==> src/rtl/tt_dpll_pkg.sv <==
// tt_dpll_pkg: shared FSM state encoding and default DCO code width for the DPLL lock controller.
package tt_dpll_pkg;
    localparam int CODE_W_DEF = 8;
    typedef enum logic [2:0] {
        ST_IDLE   = 3'd0,
        ST_SETTLE = 3'd1,
        ST_COARSE = 3'd2,
        ST_FINE   = 3'd3,
        ST_LOCKED = 3'd4,
        ST_FAULT  = 3'd5
    } state_e;
endpackage

==> src/rtl/tt_sat_addsub.sv <==
// tt_sat_addsub: saturating add/subtract, clamps to 0 or all-ones and flags the clamp.
module tt_sat_addsub #(
    parameter int W = 8
) (
    input  logic [W-1:0] a_i,
    input  logic [W-1:0] b_i,
    input  logic         sub_i,
    output logic [W-1:0] y_o,
    output logic         ovf_o
);
    logic [W:0] r;
    always_comb begin
        r     = sub_i ? {1'b0, a_i} - {1'b0, b_i} : {1'b0, a_i} + {1'b0, b_i};
        ovf_o = r[W];
        y_o   = r[W] ? {W{~sub_i}} : r[W-1:0];
    end
endmodule

==> src/rtl/tt_dpll_lock_ctrl.sv <==
// tt_dpll_lock_ctrl: DPLL acquisition/lock FSM driving a DCO code from PFD up/down pulses.
// Define TT_DPLL_LOCK_CTRL_RELOCK_EN to re-acquire on loss of lock instead of faulting.
module tt_dpll_lock_ctrl
    import tt_dpll_pkg::*;
#(
    parameter int CODE_W      = CODE_W_DEF,
    parameter int CODE_INIT   = 128,
    parameter int COARSE_STEP = 16,
    parameter int SETTLE_CYC  = 8,
    parameter int LOCK_CNT    = 16,
    parameter int UNLOCK_CNT  = 4
) (
    input  logic              i_clk_ref,
    input  logic              i_rst,
    input  logic              i_enable,
    input  logic              i_up,
    input  logic              i_down,
    output logic [CODE_W-1:0] o_dco_code,
    output logic [2:0]        o_state,
    output logic              o_locked,
    output logic              o_lock_lost,
    output logic              o_fault
);
    localparam int CNT_W = 16;
    state_e            state_q, state_d;
    logic [CODE_W-1:0] code_q, code_d, step_res;
    logic [CNT_W-1:0]  cnt_q, cnt_d;
    logic              dir_v_q, dir_v_d, dir_up_q, dir_up_d, lost_q, lost_d;
    logic              inc, dec, step_ovf, stuck;
    assign inc = i_up & ~i_down;
    assign dec = i_down & ~i_up;
    // One adder serves both phases; the step size follows the state.
    tt_sat_addsub #(.W(CODE_W)) u_step (
        .a_i   (code_q),
        .b_i   (state_q == ST_COARSE ? CODE_W'(COARSE_STEP) : CODE_W'(1)),
        .sub_i (dec),
        .y_o   (step_res),
        .ovf_o (step_ovf)
    );
    // A clamped result equal to the current code means the code already sits at the bound.
    assign stuck = step_ovf & (step_res == code_q);
    always_ff @(posedge i_clk_ref or posedge i_rst) begin
        if (i_rst) begin
            state_q  <= ST_IDLE;
            code_q   <= CODE_W'(CODE_INIT);
            cnt_q    <= '0;
            dir_v_q  <= 1'b0;
            dir_up_q <= 1'b0;
            lost_q   <= 1'b0;
        end else begin
            state_q  <= state_d;
            code_q   <= code_d;
            cnt_q    <= cnt_d;
            dir_v_q  <= dir_v_d;
            dir_up_q <= dir_up_d;
            lost_q   <= lost_d;
        end
    end
    always_comb begin
        state_d  = state_q;
        code_d   = code_q;
        cnt_d    = cnt_q;
        dir_v_d  = dir_v_q;
        dir_up_d = dir_up_q;
        lost_d   = 1'b0;
        if (!i_enable) begin
            state_d  = ST_IDLE;
            code_d   = CODE_W'(CODE_INIT);
            cnt_d    = '0;
            dir_v_d  = 1'b0;
            dir_up_d = 1'b0;
        end else begin
            case (state_q)
                ST_IDLE: begin
                    state_d = ST_SETTLE;
                    code_d  = CODE_W'(CODE_INIT);
                    cnt_d   = '0;
                end
                ST_SETTLE: begin
                    cnt_d   = (cnt_q == CNT_W'(SETTLE_CYC - 1)) ? '0 : cnt_q + 1'b1;
                    state_d = (cnt_q == CNT_W'(SETTLE_CYC - 1)) ? ST_COARSE : ST_SETTLE;
                end
                ST_COARSE: begin
                    cnt_d = '0;
                    if (!(inc | dec) || (dir_v_q && dir_up_q != inc)) state_d = ST_FINE;
                    else if (stuck) state_d = ST_FAULT;
                    else begin
                        state_d  = ST_SETTLE;
                        code_d   = step_res;
                        dir_v_d  = 1'b1;
                        dir_up_d = inc;
                    end
                end
                ST_FINE: begin
                    code_d  = (inc | dec) ? step_res : code_q;
                    cnt_d   = (i_up | i_down) ? '0 : cnt_q + 1'b1;
                    if (!(i_up | i_down) && cnt_q + 1'b1 == CNT_W'(LOCK_CNT)) begin
                        state_d = ST_LOCKED;
                        cnt_d   = '0;
                    end
                end
                ST_LOCKED: begin
                    code_d = (inc | dec) ? step_res : code_q;
                    cnt_d  = (i_up | i_down) ? cnt_q + 1'b1 : '0;
                    if ((i_up | i_down) && cnt_q + 1'b1 == CNT_W'(UNLOCK_CNT)) begin
                        lost_d = 1'b1;
                        cnt_d  = '0;
`ifdef TT_DPLL_LOCK_CTRL_RELOCK_EN
                        state_d  = ST_SETTLE;
                        dir_v_d  = 1'b0;
                        dir_up_d = 1'b0;
`else
                        state_d  = ST_FAULT;
`endif
                    end
                end
                ST_FAULT: state_d = ST_FAULT;
                default:  state_d = ST_IDLE;
            endcase
        end
    end
    always_comb begin
        o_state     = state_q;
        o_dco_code  = code_q;
        o_locked    = (state_q == ST_LOCKED);
        o_fault     = (state_q == ST_FAULT);
        o_lock_lost = lost_q;
    end
endmodule
==> config.mk <==
export PLATFORM = sky130hd
export DESIGN_NAME = tt_dpll_lock_ctrl
export DESIGN_NICKNAME = d
export VERILOG_FILES = /design/src/rtl/tt_dpll_pkg.sv /design/src/rtl/tt_sat_addsub.sv /design/src/rtl/tt_dpll_lock_ctrl.sv
export SDC_FILE = /design/constraint.sdc
export NUM_CORES = 1
export LEC_CHECK = 0
export CAP_MARGIN = 10
export CORE_UTILIZATION = 45
export CTS_CLUSTER_DIAMETER = 100
export CTS_CLUSTER_SIZE = 10
export DETAILED_ROUTE_END_ITERATION = 8
export PLACE_DENSITY = 0.6
export SLEW_MARGIN = 10
export SYNTH_ARGS = -nofsm -noshare
export SYNTH_HDL_FRONTEND = slang
export SYNTH_SLANG_ARGS = --single-unit
==> constraint.sdc <==
create_clock -name i_clk_ref -period 6.6 [get_ports i_clk_ref]
set_clock_uncertainty 0.1 [all_clocks]
set_input_delay 0.66 -clock i_clk_ref [delete_from_list [all_inputs] [get_ports i_clk_ref]]
set_output_delay 0.66 -clock i_clk_ref [all_outputs]
set_load 0.01 [all_outputs]
* Word level (Yosys, flattened, before mapping)
Cells that the tools add are included.
** Cells by class
- Muxes and demuxes :: 33
- Bitwise operators :: 8
- Add/subtract/negate cells :: 3
- Reductions and logical operators :: 12
- Eq/ne operators :: 20
** Operator list (count)
- 2-to-1 mux 16 bit :: 6
- case mux 16 bit (4 select lines) :: 1
- 2-to-1 mux 8 bit :: 5
- equality test 16 x 3 -> 1 bit, second input constant :: 2
- case mux 8 bit (3 select lines) :: 1
- case mux 3 bit (6 select lines) :: 1
- adder 16 x 1 -> 16 bit, second input constant :: 1
- equality test 16 x 5 -> 1 bit, second input constant :: 1
- 2-to-1 mux 3 bit :: 5
- 2-to-1 mux 1 bit :: 11
- adder 8 x 5 -> 9 bit :: 1
- 2-to-1 mux 9 bit :: 1
- inequality test 3 bit, second input constant :: 3
- subtractor 8 x 5 -> 9 bit :: 1
- equality test 8 bit :: 1
- equality test 3 x 2 -> 1 bit, second input constant :: 2
- equality test 3 bit, second input constant :: 2
- inequality test 3 x 2 -> 1 bit, second input constant :: 2
- 2-to-1 mux 5 bit :: 1
- inequality test 5 x 2 -> 1 bit, second input constant :: 1
- inequality test 2 bit, second input constant :: 2
- inequality test 4 x 2 -> 1 bit, second input constant :: 1
- AND reduction 4 bit :: 1
- OR reduction 2 bit :: 2
- 13 further kinds :: 21
** Word-level totals
- Bits of input ports :: 5
- Output and inout port bits :: 14
- Bits in registers :: 30

* Logic depth before layout (Yosys ltp)
- Word-level depth :: 11
- Mapped depth :: 16
- Gate-level depth less buffers :: 14

* Modules after synthesis
A second synthesis with hierarchy kept.
** Second synthesis, totals
- Cells, all modules :: 375
- Area total of the unflattened synthesis :: 2979.1 um2
** By module, submodules not included
- tt_dpll_lock_ctrl :: area each 2319.7 um2, cells an instance 291, times used 1
- tt_sat_addsub :: area each 659.4 um2, cells an instance 84, times used 1

* Worst setup path after synthesis
No wires, ideal clock.
- Path kind :: input to register
- From :: input i_up
- To :: register dir_up_q
- Required time :: 6.421 ns
- Library setup time :: 0.079 ns
- Arrival :: 4.086 ns
- Path slack :: 2.335 ns
- Stages on the path :: 13
- Path through :: inv_1 -> ha_1 -> clkbuf_1 -> nand2b_1 -> fa_1 -> a211oi_1 -> o211ai_1 -> a21boi_0 -> mux2_2 -> or3_1 -> clkbuf_1 -> a21oi_1 -> mux2i_1
** Between the ends
- Cells in the longest elaborated chain, start to end :: 8
- Elaborated cells on any way between the ends :: 20
** RTL lines
- start, declared :: line tt_dpll_lock_ctrl.sv:16 : input logic i_up,
- NOT 1 bit :: line tt_dpll_lock_ctrl.sv:31 : assign dec = i_down & ~i_up;
- bitwise AND 1 bit :: line tt_dpll_lock_ctrl.sv:31
- 2-to-1 mux 9 bit / NOT 1 bit (equally long branches) :: line tt_sat_addsub.sv:13, tt_sat_addsub.sv:15
- 2-to-1 mux 8 bit :: line tt_sat_addsub.sv:15 : y_o = r[W] ? {W{~sub_i}} : r[W-1:0];
- equality test 8 bit :: line tt_dpll_lock_ctrl.sv:41 : assign stuck = step_ovf & (step_res == code_q);
- bitwise AND 1 bit :: line tt_dpll_lock_ctrl.sv:41
- inequality test 2 bit (no source line)
- AND reduction 3 bit (no source line)
- end signal, assigned :: line tt_dpll_lock_ctrl.sv:55 : dir_up_q <= dir_up_d;
- end, declared :: line tt_dpll_lock_ctrl.sv:28 : logic dir_v_q, dir_v_d, dir_up_q, dir_up_d, lost_q, lost_d;
Several ways; a longest one is shown, not always the timed one. The select of a mux whose other input is x is not followed.
A chain may end at the register's enable or synchronous reset.

* Worst setup path in the final report
Ends and elaborated chain as after synthesis.

==> results.py <==
metrics = {
    "power_and_ir_drop": {
        "p_leak_nw": 1.31,
        "ir_drop_mv": 0.0877,
        "power_per_cell_area_nw_per_um2": 124,
    },
    "yosys": {
        "netlist_instances": 426,
        "ys.flop_type": "dfrtp_1",
        "yosys_warnings": 0,
        "synth_cell_types": 68,
        "seq_area_frac_synth_pct": 23.1,
        "synth-edff-count": 0,
        "synth_seq_cells": 30,
        "synth_nets": 445,
        "syn-cell-area_um2": 3250,
        "avgSynthCellArea_um2": 7.63,
        "async_reset_ff_share_pct": 100,
    },
    "critical_path": {
        "start_kind": "primary input",
        "path_cells": "clkdlybuf4s50_1 -> inv_1 -> ha_1 -> nand2b_1 -> fa_1 -> a211oi_1 -> o211ai_1 -> a21boi_0 -> mux2_2 -> or3_1 -> a21oi_1 -> mux2i_1",
        "endpoint_kind": "flip-flop",
        "critPathSlowestCell": "a21boi_0",
        "crit_type": "in2reg",
        "critPathArrivalTime_ps": 5150,
        "r2r_cells": 15,
        "path_depth": 12,
        "crit_family": "compound AO/OA/AOI/OAI gates",
        "path_buf_inv": 2,
        "crit_path_max_incr_delay_ps": 590,
        "cp_max_fo": 15,
        "crit_required_ps": 6710,
    },
    "route": {
        "ant_nets": 0,
        "dr_wl_met2_um": 3940,
        "routed-wl-met3_um": 547,
        "via_per_inst": 6.56,
        "drc": 0,
        "wl_met1_um": 5020,
        "routed_wl_um": 9570,
        "post_drt_wl_per_cell_um": 18.4,
        "drt-pass1-iter-count": 5,
        "dr_total_vias": 3416,
        "first_iter_violations": 277,
        "highest-signal-layer": "met4",
    },
    "grt": {
        "grt_pass1_vias": 3085,
        "grt_max_degree": 36,
        "antenna_found_initial": 0,
        "grt_overflow": 0,
        "grt_pass1_wl_um": 15900,
        "grt_util_all_layers_pct": 26.7,
    },
    "timing": {
        "slew_headroom_pct": 21.6,
        "max_freq_mhz": 198,
        "rsz0062_at_grt": "no",
        "period_share_pct": 76.3,
        "fin_setup_tns_ps": 0,
        "finalHoldViolations": 0,
        "finalSetupViolCount": 0,
        "final_max_slew_viol_count": 0,
        "fin_ws_ps": 1560,
        "post-route-min-period_ps": 5040,
        "worst_slew_pin_slew_ps": 1170,
    },
    "clocking": {
        "clock-root-buffer": "clkbuf_8",
        "tritoncts": "yes",
        "cts_max_level": 2,
        "worstSkewPairLatency_ps": 290,
        "numCtsBuffers": 5,
        "clk_pin_slew_ps": 70,
        "cts_hold_buf": 0,
        "cts.sinks": 30,
        "clockBufferDepth": 2,
        "postCtsSetupBuffers": 0,
        "cts_resized": 0,
    },
    "final_layout": {
        "utilization_pct": 51.7,
        "final_cell_mix": "38 x nor2_1, 36 x nand2_1, 29 x dfrtp_1, 23 x nor3_1, 21 x o31ai_1",
        "design_area_um2": 3550,
        "nNetsFinal": 443,
        "fillerInstances": 672,
        "final_cells": 521,
        "antenna_cells": 0,
        "drive_gt1_share_pct": 5.65,
        "layout_commonest_cell": "nor2_1",
        "area_delta_synth_final_pct": 9.28,
    },
    "place": {
        "place.gp.congestion": 0.884,
        "dp_hpwl_um": 6670,
        "io_buffers": 18,
        "place_area_um2": 3440,
        "dp_cells": 513,
        "pre_cts_ws_ps": 1360,
    },
    "flow_run": {
        "drv_cap": 0,
    },
    "hold_path": {
        "hold_depth": 1,
        "min_path_type": "reg2reg",
    },
    "die": {
        "die-height_um": 87.0,
        "dieWidth_um": 87.0,
        "die_area_um2": 7560,
        "start_util_pct": 47.3,
        "fp.coreArea_um2": 6870,
        "row_count": 30,
        "pin_count": 19,
    },
    "run_status": {
        "status": "finished clean",
    },
}
==> final timing paths <==
kind,from,to,slack (ps)
max,i_up,dir_up_q,1560
min,dir_v_q,dir_v_q,440
max reg2reg,o_state[2],dir_up_q,1640
min reg2reg,dir_v_q,dir_v_q,440
max in group asynchronous,i_rst,o_dco_code[7],5430
min in group asynchronous,i_rst,o_state[1],650
==> worst reg2reg max path, stage by stage (launching register included) <==
cell	delay, ps
dfrtp_1	320
buf_4	220
inv_1	170
nand2_1	160
nor2_1	100
inv_1	340
ha_1	250
inv_1	60
fa_1	410
a211oi_1	520
o211ai_1	230
a21boi_0	590
mux2_2	420
or3_1	500
a21oi_1	290
mux2i_1	220
==> per-stage QoR <==
stage	hold slack (ps)	power, W
5_1_grt	460	0.000459
3_3_place_gp	430	0.000249
3_5_place_dp	434	0.000249
4_1_cts	453	0.000444
6_report	443	0.000440
2_1_floorplan	387	0.000233
==> registers in the layout, indices dropped and copies added, names as in the netlist <==
signal       count
o_lock_lost      1
o_state          3
cnt_q           16
o_dco_code       8
dir_v_q          1
dir_up_q         1
==> power breakdown <==
part / leakage [nW] / total (W) / internal, W / switching, W
clock: 0.0514 / 0.000193 / 0.000113 / 0.0000801
sequential: 0.412 / 0.000188 / 0.000185 / 0.00000310
combinational: 0.848 / 0.0000595 / 0.0000201 / 0.0000394
total: 1.31 / 0.000440 / 0.000317 / 0.000123
==> cell usage after synthesis (all sizes together) (4+ instances only) <==
library cell  number  area, um2
nand2             36        135
or3                8       50.1
clkbuf            19       71.3
o211ai             4       30.0
a211oi            18        135
o221ai             4       35.0
dfrtp             29        726
buf               12       67.6
inv               19       71.3
o21a               5       37.5
nor4               4       25.0
nand4             20        125
a311oi             4       35.0
ha                13        163
and3               6       37.5
a21oi             14       70.1
o21ai             16       80.1
or4                7       56.3
a2111oi            5       81.3
and4               4       35.0
xor2               5       43.8
nor2              38        143
a31oi             13       81.3
o31ai             21        158
nor4b              4       35.0
nor3              23        115
nand3             15       80.1
==> per-layer routing <==
layer	up-vias	GRT usage [%]
met5	-	0
li1	1654	-
met2	116	36.9
met3	9	4.45
met1	1637	42.0
met4	0	6.67
==> area by class of cell <==
type	count	area, um2	area share, %
multi-input combinational	344	2280	64.2
inverter	21	78.8	2.22
clock buffer	6	72.6	2.04
sequential	30	752	21.2
timing repair buffer	22	210	5.92
clock inverter	2	37.5	1.06
tap	96	120	3.38
==> kinds of logic (layout without fill, tap and decap cells) <==
family / after synthesis / in the layout / share of synthesized area [%]
buffers and inverters: 52 / 51 / 6.70
flip-flops: 30 / 30 / 23.1
AO/OA/AOI/OAI: 133 / 133 / 30.5
AND/OR/NAND/NOR: 183 / 183 / 29.9
multiplexers: 4 / 4 / 1.31
adder cells (fa/ha/maj): 17 / 17 / 6.55
XOR/XNOR: 7 / 7 / 1.89
(Power assumes the default switching activity.)
